$ cat config.mk
export PLATFORM = sky130hd
export DESIGN_NAME = rom_region_loader
export DESIGN_NICKNAME = d
export VERILOG_FILES = /design/src/rtl/rom_region_loader.sv
export SDC_FILE = /design/constraint.sdc
export NUM_CORES = 1
export LEC_CHECK = 0
export CORE_UTILIZATION = 52
export DETAILED_ROUTE_END_ITERATION = 7
export MAX_ROUTING_LAYER = met4
export PLACE_DENSITY = 0.82
export SLEW_MARGIN = 20
export SYNTH_ARGS = -nofsm -noshare
export SYNTH_HDL_FRONTEND = slang
export SYNTH_SLANG_ARGS = --single-unit
$ cat constraint.sdc
create_clock -name clk -period 7.7 [get_ports clk]
set_clock_uncertainty 0.1 [all_clocks]
set_input_delay 1.54 -clock clk [delete_from_list [all_inputs] [get_ports clk]]
set_output_delay 1.54 -clock clk [all_outputs]
set_load 0.01 [all_outputs]
$ cat src/rtl/rom_region_loader.sv
// rom_region_loader: steers the hps_io ioctl ROM download into SDRAM or BRAM.
// The stream starts with a header of NUM_REGIONS big-endian 16-bit lengths
// (KiB units), followed by each region's payload in table order. Each region
// carries an SDRAM base, an optional low-address-bit reorder and a BRAM
// chip-select; a nonzero chip-select sends that region's bytes to BRAM.
//
// Handshakes: the SDRAM side is req/ack. sdr_req is a level that rises one
// cycle after the accepted ioctl_wr. sdr_addr/sdr_data/sdr_be stay frozen
// while it is high. The write completes on the cycle sdr_ack is sampled high,
// and sdr_req drops on the following edge. ioctl_wait is high for exactly the
// same cycles as sdr_req, and any ioctl_wr that arrives in that window is
// dropped. bram_wr and load_done are single-cycle strobes with no handshake.
module rom_region_loader #(
  parameter int NUM_REGIONS  = 8,
  parameter int ADDR_W       = 25,
  parameter int CS_W         = 5,
  parameter int REORDER_BITS = 3
) (
  input  logic                                   clk,
  input  logic                                   reset_n,
  input  logic [NUM_REGIONS*(ADDR_W+1+CS_W)-1:0] region_tbl,
  input  logic                                   ioctl_download,
  input  logic                                   ioctl_wr,
  input  logic [7:0]                             ioctl_dout,
  output logic                                   ioctl_wait,
  output logic                                   sdr_req,
  input  logic                                   sdr_ack,
  output logic [ADDR_W-1:0]                      sdr_addr,
  output logic [15:0]                            sdr_data,
  output logic [1:0]                             sdr_be,
  output logic [CS_W-1:0]                        bram_cs,
  output logic [ADDR_W-1:0]                      bram_addr,
  output logic [7:0]                             bram_data,
  output logic                                   bram_wr,
  output logic                                   load_done,
  output logic                                   overflow
);

  localparam int EW = ADDR_W + 1 + CS_W;
  localparam int RW = $clog2(NUM_REGIONS + 1);
  localparam int HW = $clog2(2 * NUM_REGIONS + 1);
  localparam int R  = REORDER_BITS;
  localparam int LW = (ADDR_W > 26) ? ADDR_W : 26;
  // Region index one past the table means "past the last region".
  localparam logic [RW-1:0] NO_REGION = RW'(NUM_REGIONS);

  typedef enum logic [1:0] {S_IDLE, S_HEADER, S_DATA, S_WRITE} state_t;

  state_t            state, state_d;
  logic              dl_q;
  logic              dl_rise;
  logic [HW-1:0]     hdr_cnt, hdr_cnt_d, hdr_idx;
  logic              hdr_wr;
  logic [15:0]       len   [NUM_REGIONS];
  logic [15:0]       len_d [NUM_REGIONS];
  logic [RW-1:0]     region, region_d, seek_from, seek_region;
  logic [ADDR_W-1:0] offset, offset_d;

  logic [ADDR_W-1:0] cur_base;
  logic              cur_reo;
  logic [CS_W-1:0]   cur_cs;
  logic [15:0]       cur_len;
  logic [ADDR_W-1:0] ro;
  logic [ADDR_W-1:0] sdr_addr_nxt;
  logic              last_byte;

  logic              wait_d, req_d, bram_wr_d, load_done_d, overflow_d;
  logic [ADDR_W-1:0] sdr_addr_d, bram_addr_d;
  logic [15:0]       sdr_data_d;
  logic [1:0]        sdr_be_d;
  logic [CS_W-1:0]   bram_cs_d;
  logic [7:0]        bram_data_d;

  assign dl_rise = ioctl_download & ~dl_q;

  // Decode the table entry of the region currently being filled.
  always_comb begin
    cur_base = '0;
    cur_reo  = 1'b0;
    cur_cs   = '0;
    cur_len  = '0;
    for (int i = 0; i < NUM_REGIONS; i++) begin
      if (region == RW'(i)) begin
        cur_cs   = region_tbl[i*EW +: CS_W];
        cur_reo  = region_tbl[i*EW + CS_W];
        cur_base = region_tbl[i*EW + CS_W + 1 +: ADDR_W];
        cur_len  = len[i];
      end
    end
  end

  // Offset within region, with the low group bits rotated when reorder is set.
  always_comb begin
    if (cur_reo) ro = {offset[ADDR_W-1:R], offset[R-2:0], offset[R-1]};
    else         ro = offset;
    sdr_addr_nxt = cur_base + ro;
    last_byte    = (LW'(offset) == LW'({cur_len - 16'd1, 10'h3ff}));
  end

  // Header byte capture; a byte coincident with the download edge is byte 0.
  always_comb begin
    len_d   = len;
    hdr_wr  = ioctl_wr && ((state == S_HEADER && ioctl_download) ||
                           (state == S_IDLE && dl_rise));
    hdr_idx = (state == S_IDLE) ? '0 : hdr_cnt;
    if (hdr_wr) begin
      for (int i = 0; i < NUM_REGIONS; i++) begin
        if (hdr_idx == HW'(2*i))     len_d[i][15:8] = ioctl_dout;
        if (hdr_idx == HW'(2*i + 1)) len_d[i][7:0]  = ioctl_dout;
      end
    end
  end

  // Next nonempty region at or after seek_from; zero-length regions are skipped.
  always_comb begin
    seek_from   = (state == S_HEADER) ? '0 : region + RW'(1);
    seek_region = NO_REGION;
    for (int i = NUM_REGIONS - 1; i >= 0; i--) begin
      if ((RW'(i) >= seek_from) && (len_d[i] != 16'd0)) seek_region = RW'(i);
    end
  end

  // FSM next state and next values of all registered outputs.
  always_comb begin
    state_d     = state;
    hdr_cnt_d   = hdr_cnt;
    region_d    = region;
    offset_d    = offset;
    wait_d      = ioctl_wait;
    req_d       = sdr_req;
    sdr_addr_d  = sdr_addr;
    sdr_data_d  = sdr_data;
    sdr_be_d    = sdr_be;
    bram_cs_d   = bram_cs;
    bram_addr_d = bram_addr;
    bram_data_d = bram_data;
    bram_wr_d   = 1'b0;
    load_done_d = 1'b0;
    overflow_d  = overflow;
    case (state)
      S_IDLE: begin
        if (dl_rise) begin
          state_d    = S_HEADER;
          overflow_d = 1'b0;
          region_d   = '0;
          offset_d   = '0;
          hdr_cnt_d  = ioctl_wr ? HW'(1) : '0;
        end
      end
      S_HEADER: begin
        if (!ioctl_download) begin
          state_d     = S_IDLE;
          load_done_d = 1'b1;
        end else if (ioctl_wr) begin
          if (hdr_cnt == HW'(2*NUM_REGIONS - 1)) begin
            state_d  = S_DATA;
            region_d = seek_region;
            offset_d = '0;
          end else begin
            hdr_cnt_d = hdr_cnt + HW'(1);
          end
        end
      end
      S_DATA: begin
        if (!ioctl_download) begin
          state_d     = S_IDLE;
          load_done_d = 1'b1;
        end else if (ioctl_wr) begin
          if (region == NO_REGION) begin
            overflow_d = 1'b1;
          end else begin
            if (cur_cs != '0) begin
              bram_wr_d   = 1'b1;
              bram_cs_d   = cur_cs;
              bram_addr_d = ro;
              bram_data_d = ioctl_dout;
            end else begin
              req_d      = 1'b1;
              wait_d     = 1'b1;
              sdr_addr_d = sdr_addr_nxt;
              sdr_data_d = {ioctl_dout, ioctl_dout};
              sdr_be_d   = sdr_addr_nxt[0] ? 2'b10 : 2'b01;
              state_d    = S_WRITE;
            end
            if (last_byte) begin
              offset_d = '0;
              region_d = seek_region;
            end else begin
              offset_d = offset + ADDR_W'(1);
            end
          end
        end
      end
      S_WRITE: begin
        if (sdr_ack) begin
          req_d  = 1'b0;
          wait_d = 1'b0;
          if (!ioctl_download) begin
            state_d     = S_IDLE;
            load_done_d = 1'b1;
          end else begin
            state_d = S_DATA;
          end
        end
      end
      default: state_d = S_IDLE;
    endcase
  end

  // State, counters, header lengths and registered outputs.
  always_ff @(posedge clk or negedge reset_n) begin
    if (!reset_n) begin
      state      <= S_IDLE;
      dl_q       <= 1'b0;
      hdr_cnt    <= '0;
      region     <= '0;
      offset     <= '0;
      for (int i = 0; i < NUM_REGIONS; i++) len[i] <= '0;
      ioctl_wait <= 1'b0;
      sdr_req    <= 1'b0;
      sdr_addr   <= '0;
      sdr_data   <= '0;
      sdr_be     <= '0;
      bram_cs    <= '0;
      bram_addr  <= '0;
      bram_data  <= '0;
      bram_wr    <= 1'b0;
      load_done  <= 1'b0;
      overflow   <= 1'b0;
    end else begin
      state      <= state_d;
      dl_q       <= ioctl_download;
      hdr_cnt    <= hdr_cnt_d;
      region     <= region_d;
      offset     <= offset_d;
      len        <= len_d;
      ioctl_wait <= wait_d;
      sdr_req    <= req_d;
      sdr_addr   <= sdr_addr_d;
      sdr_data   <= sdr_data_d;
      sdr_be     <= sdr_be_d;
      bram_cs    <= bram_cs_d;
      bram_addr  <= bram_addr_d;
      bram_data  <= bram_data_d;
      bram_wr    <= bram_wr_d;
      load_done  <= load_done_d;
      overflow   <= overflow_d;
    end
  end

endmodule

==> metrics.yaml, run 1 <==
worst_slack_ps: 1030
crit_start: "region_tbl[36]"
synth-edff-count: 0
hold_class: "reg2reg"
synth_flop_cell: "dfrtp_1"
finalSetupViolations: 0
hold_violations: 0
dpl.hpwl_um: 41070
numCtsBuffers: 27
nets: 2191
ys_async_sr_fraction: 1.000
route.detailed.wl_per_inst_um: 24.01
worstSetupPathType: "in2reg"
gp_congestion: 0.9899
drt_iter0_markers: 1254
cts_resized: 0
cp_num_buf_inv: 1
synth_seq_cells: 241
drt_first_pass_iters: 8
worstSetupEndpointType: "flop"
final_cell_mix: "344 x clkdlybuf4s50_1, 241 x dfrtp_1, 171 x mux2_2"
post_cts_buffers: 0
crit_required_ps: 8010
insertion_delay_ps: 560
viasPerCell: 6.278
overflow: 0
drc: 0
slew_headroom: 0.2465
top_layer: "met4"
outcome: "finished, final reports clean"
min_period_ps: 6670
initial_core_util: 0.5307
startpoint_type: "primary input"
p_sw_mw: 2.492
die_h_um: 173.6
pwr-share-seq: 0.271
path_max_fanout: 3
whs_ps: 389.4
worstMarginPinSlew_ps: 1127
wl_met3_um: 3555
grt_pass1_wl_um: 83660
cts.path.max_buffers: 3
die_area_um2: 30140
crit_slowest_cell: "clkdlybuf4s50_1"
syn_inst: 1605
antenna_found_initial: 0
fin_setup_tns_ps: 0
path_cells: "clkdlybuf4s50_1, a22oi_1, nor2_1, a21oi_1, o211ai_1, o21ai_0, nand2_1, o21ai_0, a21oi_1, mux2_2, ha_1, fa_1, a211oi_1, o21ai_0, a21oi_1, o21ba_2, o21ai_0, o21ai_0, nand2b_1, a21o_1, a211o_1, o31ai_1, xnor2_1, o21ai_0"
layout_commonest_cell: "clkdlybuf4s50_1"
rrSetupSlack_ps: 1230
p_sw_frac: 0.4064
maxCapViolCount: 0
p_comb_frac: 0.508
htreeDepth: 1
routed_wl_um: 55120
place_ws_ps: 609.9
slew_viol_final: 0
ys_seq_area_frac: 0.3938
drive_gt1_frac: 0.1491
syn_avg_cell_area_um2: 9.541
p_leak_nw: 8.759
internal_power_mw: 3.640
n_antenna_cell: 0
rsz0062_at_grt: "false"
power.density_nw_per_um2: 309.0
synth_nets: 1904
rr_worst_depth: 27
vias: 14420
grt_start_max_net_pins: 102
period_share: 0.8663
synth.top_cell.area_share: 0.3938
r2r-end: "sdr_addr[24]"
groute.usage.overall: 0.3699
cp_num_cells: 24
hold_buffers: 0
synthTopCellsByArea: "dfrtp_1 39%, mux2_2 13%, o21ai_0 4.3%"
wl_met2_um: 27290
rows: 62
yosysUniqueCellTypes: 89
drt-met1-wl_um: 22000
portBuffers: 346
yosysWarnings: 0
synth_top_cell_by_area: "dfrtp_1"
coreArea_um2: 28860
r2r-start: "region[1]"
antenna_left: 0
critPathCapture: "sdr_addr[24]"
first_global_vias: 14070
crit_top_cell: "o21ai_0"
clkPwrFrac: 0.222
timing.fmax_mhz: 149.9
irDropWorstVdd_mv: 0.3072
syn_to_final_growth_pct: 29.59
clk_pin_slew_worst_paths_ps: 60
io_pins: 347
clock_sinks: 241
critPathArrivalTime_ps: 6980
cp_top_family: "compound AO/OA/AOI/OAI gates"
synth_area_um2: 15310
cts_tree: "built"
critPathMaxStageDelay_ps: 500
die_w_um: 173.6
cts-root-buf: "clkbuf_16"
==> area by class of cell <==
class	instances	area, µm²
sequential	241	6031
clock inverter	11	187.7
tap	384	480.5
multi-input combinational	1219	8605
inverter	26	97.59
timing repair buffer	377	3696
clock buffer	38	747.0
fill	2243	9014
==> flip-flops by register name (all words and copies together), names as in the netlist, 4 cells and up <==
| name | flops |
|---|---|
| offset | 25 |
| bram_addr | 25 |
| hdr_cnt | 5 |
| region | 4 |
| sdr_data | 8 |
| bram_cs | 5 |
| sdr_addr | 25 |
| len | 128 |
| bram_data | 8 |
==> Yosys cell counts, types with 14 or more instances <==
cell and instances:
nand2b_1 17, nor2_1 138, nor4_1 32, clkbuf_1 71, a221oi_1 22, ha_1 37, a21oi_1 88, a22oi_1 56
o211ai_1 30, xnor2_1 29, and3_1 19, xor2_1 33, buf_4 14, o21ai_0 133, mux2_2 171, nand2_1 128
inv_1 24, dfrtp_1 241, nor3_1 33, nand3_1 30, buf_2 17
==> routing by layer <==
| layer | up-vias | track usage |
|---|---|---|
| met4 | 0 | 0.1334 |
| met1 | 7171 | 0.4511 |
| met2 | 614 | 0.6285 |
| met5 | - | - |
| met3 | 129 | 0.04846 |
| li1 | 6501 | - |
==> worst min-delay path by stage <==
| stage | start | to | cells after the start |
|---|---|---|---|
| after floorplan | len[26] | len[26] | 2 |
| after global placement | sdr_addr[9] | sdr_addr[9] | 2 |
| after detailed placement | sdr_be[0] | sdr_be[0] | 2 |
| after CTS | sdr_be[0] | sdr_be[0] | 2 |
| after global routing | bram_cs[0] | bram_cs[0] | 1 |
| final | bram_cs[0] | bram_cs[0] | 1 |
==> cells by family after synthesis <==
group,Yosys count,share of synthesized area
mux,187,0.1385
xor+xnor,62,0.03546
fa+ha+maj,38,0.03154
compound gates,455,0.1996
buf+inv,145,0.04625
flops,241,0.3938
simple gates,477,0.1548
==> worst register-to-register path, cell delays in order (launching register included) <==
cell      delay [ps]
dfrtp_1          420
inv_1            110
ha_1             250
and2_1           160
buf_4            300
a22oi_1          120
nor2_1           110
a21oi_1           50
o211ai_1         150
o21ai_0          150
nand2_1           90
o21ai_0          230
a21oi_1          390
mux2_2           410
ha_1             250
fa_1             490
a211oi_1         390
o21ai_0          150
a21oi_1          260
o21ba_2          230
o21ai_0          140
o21ai_0          200
nand2b_1         130
a21o_1           230
a211o_1          300
o31ai_1          260
xnor2_1          150
o21ai_0           80
==> power by group through the flow <==
stage | clock [mW] | sequential, mW | combinational [mW]
6_report | 1.36 | 1.66 | 3.11
5_1_grt | 1.41 | 1.69 | 3.34
4_1_cts | 1.37 | 1.66 | 3.08
3_5_place_dp | 0 | 1.68 | 3.06
3_3_place_gp | 0 | 1.66 | 3.01
2_1_floorplan | 0 | 1.67 | 1.97
==> metrics by stage <==
step | utilization | power [mW] | instance area [µm²] | std cells
after global placement | 0.6554 | 4.669 | 18910 | 2247
final | 0.6877 | 6.131 | 19840 | 2296
after floorplan | - | 3.640 | 15310 | 1605
after global routing | 0.6877 | 6.443 | 19840 | 2296
after CTS | 0.6878 | 6.103 | 19850 | 2296
after detailed placement | 0.6554 | 4.736 | 18910 | 2247
(Power assumes the default switching activity.)
==> inputs of run 2 (changes only) <==
--- a/config.mk
+++ b/config.mk
@@ -7,6 +7,7 @@
 export LEC_CHECK = 0
 export CORE_UTILIZATION = 52
 export DETAILED_ROUTE_END_ITERATION = 7
+export GPL_TIMING_DRIVEN = 0
 export MAX_ROUTING_LAYER = met4
 export PLACE_DENSITY = 0.82
 export SLEW_MARGIN = 20
==> run 2 against run 1 <==
Against the previous run: combinational power increased by 5%; routed wire length increased by 9.8%; worst setup slack got worse by 640 ps; fmax decreased by 8.7%; total power increased by 1.4%; sequential share of layout area decreased by 0.58 points; non-clock buffer count increased by 88; final cell count increased by 3.8%; count of clock-buffer cells in the layout decreased by 5; largest power group unchanged.
==> metrics.yaml, run 2 (same netlist as run 1, synthesis figures left out) <==
outcome: "finished, final reports clean"
die_h_um: 173.6  # unchanged
first_global_vias: 14820  # +5.3%
wl_met3_um: 4624  # +30%
overflow: 0  # unchanged
gp_congestion: 1.051  # +6.2%
wl_met2_um: 29020  # +6.3%
cts-root-buf: "clkbuf_16"
drive_gt1_frac: 0.1511  # +0.002017
irDropWorstVdd_mv: 0.2350  # -24%
syn_to_final_growth_pct: 32.09
min_from: "sdr_addr[9]"
path_max_fanout: 10  # +7
slew_viol_final: 0  # unchanged
drc: 0  # unchanged
crit_start: "region[0]"
routed_wl_um: 60540  # +9.8%
drt_iter0_markers: 1311  # +4.5%
initial_core_util: 0.5307  # unchanged
critPathMaxStageDelay_ps: 610  # +110 ps
viasPerCell: 6.278  # about the same
largest_register_ffs: 128  # unchanged
hold_violations: 0  # unchanged
cts.path.max_buffers: 3  # unchanged
critPathArrivalTime_ps: 7600  # +620 ps
cts_tree: "built"
worstSetupPathType: "reg2reg"
post_cts_buffers: 0  # unchanged
rows: 62  # unchanged
design_area_um2: 20230  # +1.9%
dpl.hpwl_um: 47340  # +15%
layout_commonest_cell: "clkdlybuf4s50_1"
final_cell_mix: "345 x clkdlybuf4s50_1, 241 x dfrtp_1, 171 x mux2_2"
rrSetupSlack_ps: 390  # -840 ps
hold_class: "reg2reg"
top_register: "len"
vias: 14970  # +3.8%
groute.usage.overall: 0.4070  # +0.03719
crit_required_ps: 7990  # -20 ps
maxCapViolCount: 0  # unchanged
coreArea_um2: 28860  # unchanged
crit_top_cell: "o21ai_0"
clk_pin_slew_worst_paths_ps: 60  # about the same
worstMarginPinSlew_ps: 1110  # -17.17 ps
r2r-end: "sdr_addr[24]"
multiInputGateArea_um2: 8586  # -0.22%
grt_start_max_net_pins: 86  # -16%
rr_worst_depth: 28  # +3.7%
power.density_nw_per_um2: 307.3  # -0.53%
placed_area_um2: 19320  # +2.2%
grt_pass1_wl_um: 90690  # +8.4%
numCtsBuffers: 26  # -3.7%
nets: 2278  # +4.0%
drt-met1-wl_um: 23810  # +8.2%
period_share: 0.9490  # +0.08269
hold_buffers: 0  # unchanged
drt_first_pass_iters: 5  # -3
top_layer: "met4"
rsz0062_at_grt: "false"
antenna_left: 0  # unchanged
finalSetupViolations: 0  # unchanged
antenna_found_initial: 0  # unchanged
p_leak_nw: 8.936  # +2.0%
die_area_um2: 30140  # unchanged
route.detailed.wl_per_inst_um: 25.39  # +5.8%
fillers: 2246  # +0.13%
insertion_delay_ps: 550  # about the same
fin_setup_tns_ps: 0  # unchanged
r2r-start: "region[0]"
io_pins: 347  # unchanged
regArea_um2: 6031  # unchanged
slew_headroom: 0.2576  # +0.01107
critPathCapture: "sdr_addr[24]"
crit_slowest_cell: "nor2_1"
timing.fmax_mhz: 136.9  # -8.7%
portBuffers: 346  # unchanged
min_period_ps: 7307  # +636.7 ps
startpoint_type: "flop"
worstSetupEndpointType: "flop"
die_w_um: 173.6  # unchanged
htreeDepth: 1  # unchanged
clock_sinks: 241  # unchanged
-- run 2: changes by cell type in the layout (fill, tap and decap cells not counted), moves of 2 or more --
cell and delta:
buf_1 +5, buf_16 +2, clkbuf_1 +62, buf_4 -17, buf_6 +12, clkinv_2 +4
nor2_4 -3, buf_2 +16, clkinvlp_4 +2, nor2_1 +3
-- run 2: what timing repair did --
action | 4_1_cts | 5_1_grt
endpoints found under the hold margin | 0 | 0
gates resized for setup | 0 | 4
setup endpoints to repair | 0 | 1
-- run 2: metrics by stage --
| stage | setup slack (ps) | power (mW) | hold slack [ps] | utilization | cells |
|---|---|---|---|---|---|
| floorplan | 1880 | 3.640 | 366.5 | - | 1605 |
| global placement | -4954 | 4.771 | 367.5 | 0.6673 | 2335 |
| detailed placement | 426.2 | 4.846 | 375.4 | 0.6696 | 2337 |
| CTS | 370.2 | 6.175 | 388.7 | 0.7009 | 2385 |
| global route | 13.68 | 6.491 | 394.4 | 0.7009 | 2383 |
| finish | 393.0 | 6.217 | 388.0 | 0.7010 | 2384 |
-- run 2: critical path, delay by kind of cell (launching register included) --
family	cells	cell delay (ps)
DFF	1	430
adders and majority gates	3	960
AOI/OAI and AO/OA	15	3410
buffers and inverters	5	840
xor gates and xnor gates	1	160
and+or+nand+nor	3	830
muxes	1	410
-- run 2: layout make-up --
type                       count  share of cell area
antenna                        1           0.0001237
buffer                       117             0.02988
clock buffer                  33             0.03649
clock inverter                15            0.008165
inverter                      26            0.004825
multi-input combinational   1219              0.4244
sequential                   241              0.2981
tap                          384             0.02375
timing repair buffer         348              0.1742
-- run 2: worst min-delay path by stage --
stage,cells past startpoint,slack [ps],to
2_1_floorplan,2,370,len[26]
3_3_place_gp,2,370,sdr_addr[18]
3_5_place_dp,2,380,sdr_addr[18]
4_1_cts,2,390,sdr_addr[9]
5_1_grt,2,390,sdr_addr[18]
6_report,2,390,sdr_addr[9]
-- run 2: metal layers --
metal / up-vias / global-route usage
met4: 0 / 0.1802
li1: 6691 / -
met2: 738 / 0.6637
met5: - / -
met1: 7370 / 0.4959
met3: 167 / 0.07061
-- run 2: where the power goes --
group	total [mW]	internal [mW]	switching (mW)
registers	1.65	1.49	0.164
clock network	1.32	0.780	0.536
logic	3.25	1.41	1.84
total	6.22	3.68	2.54
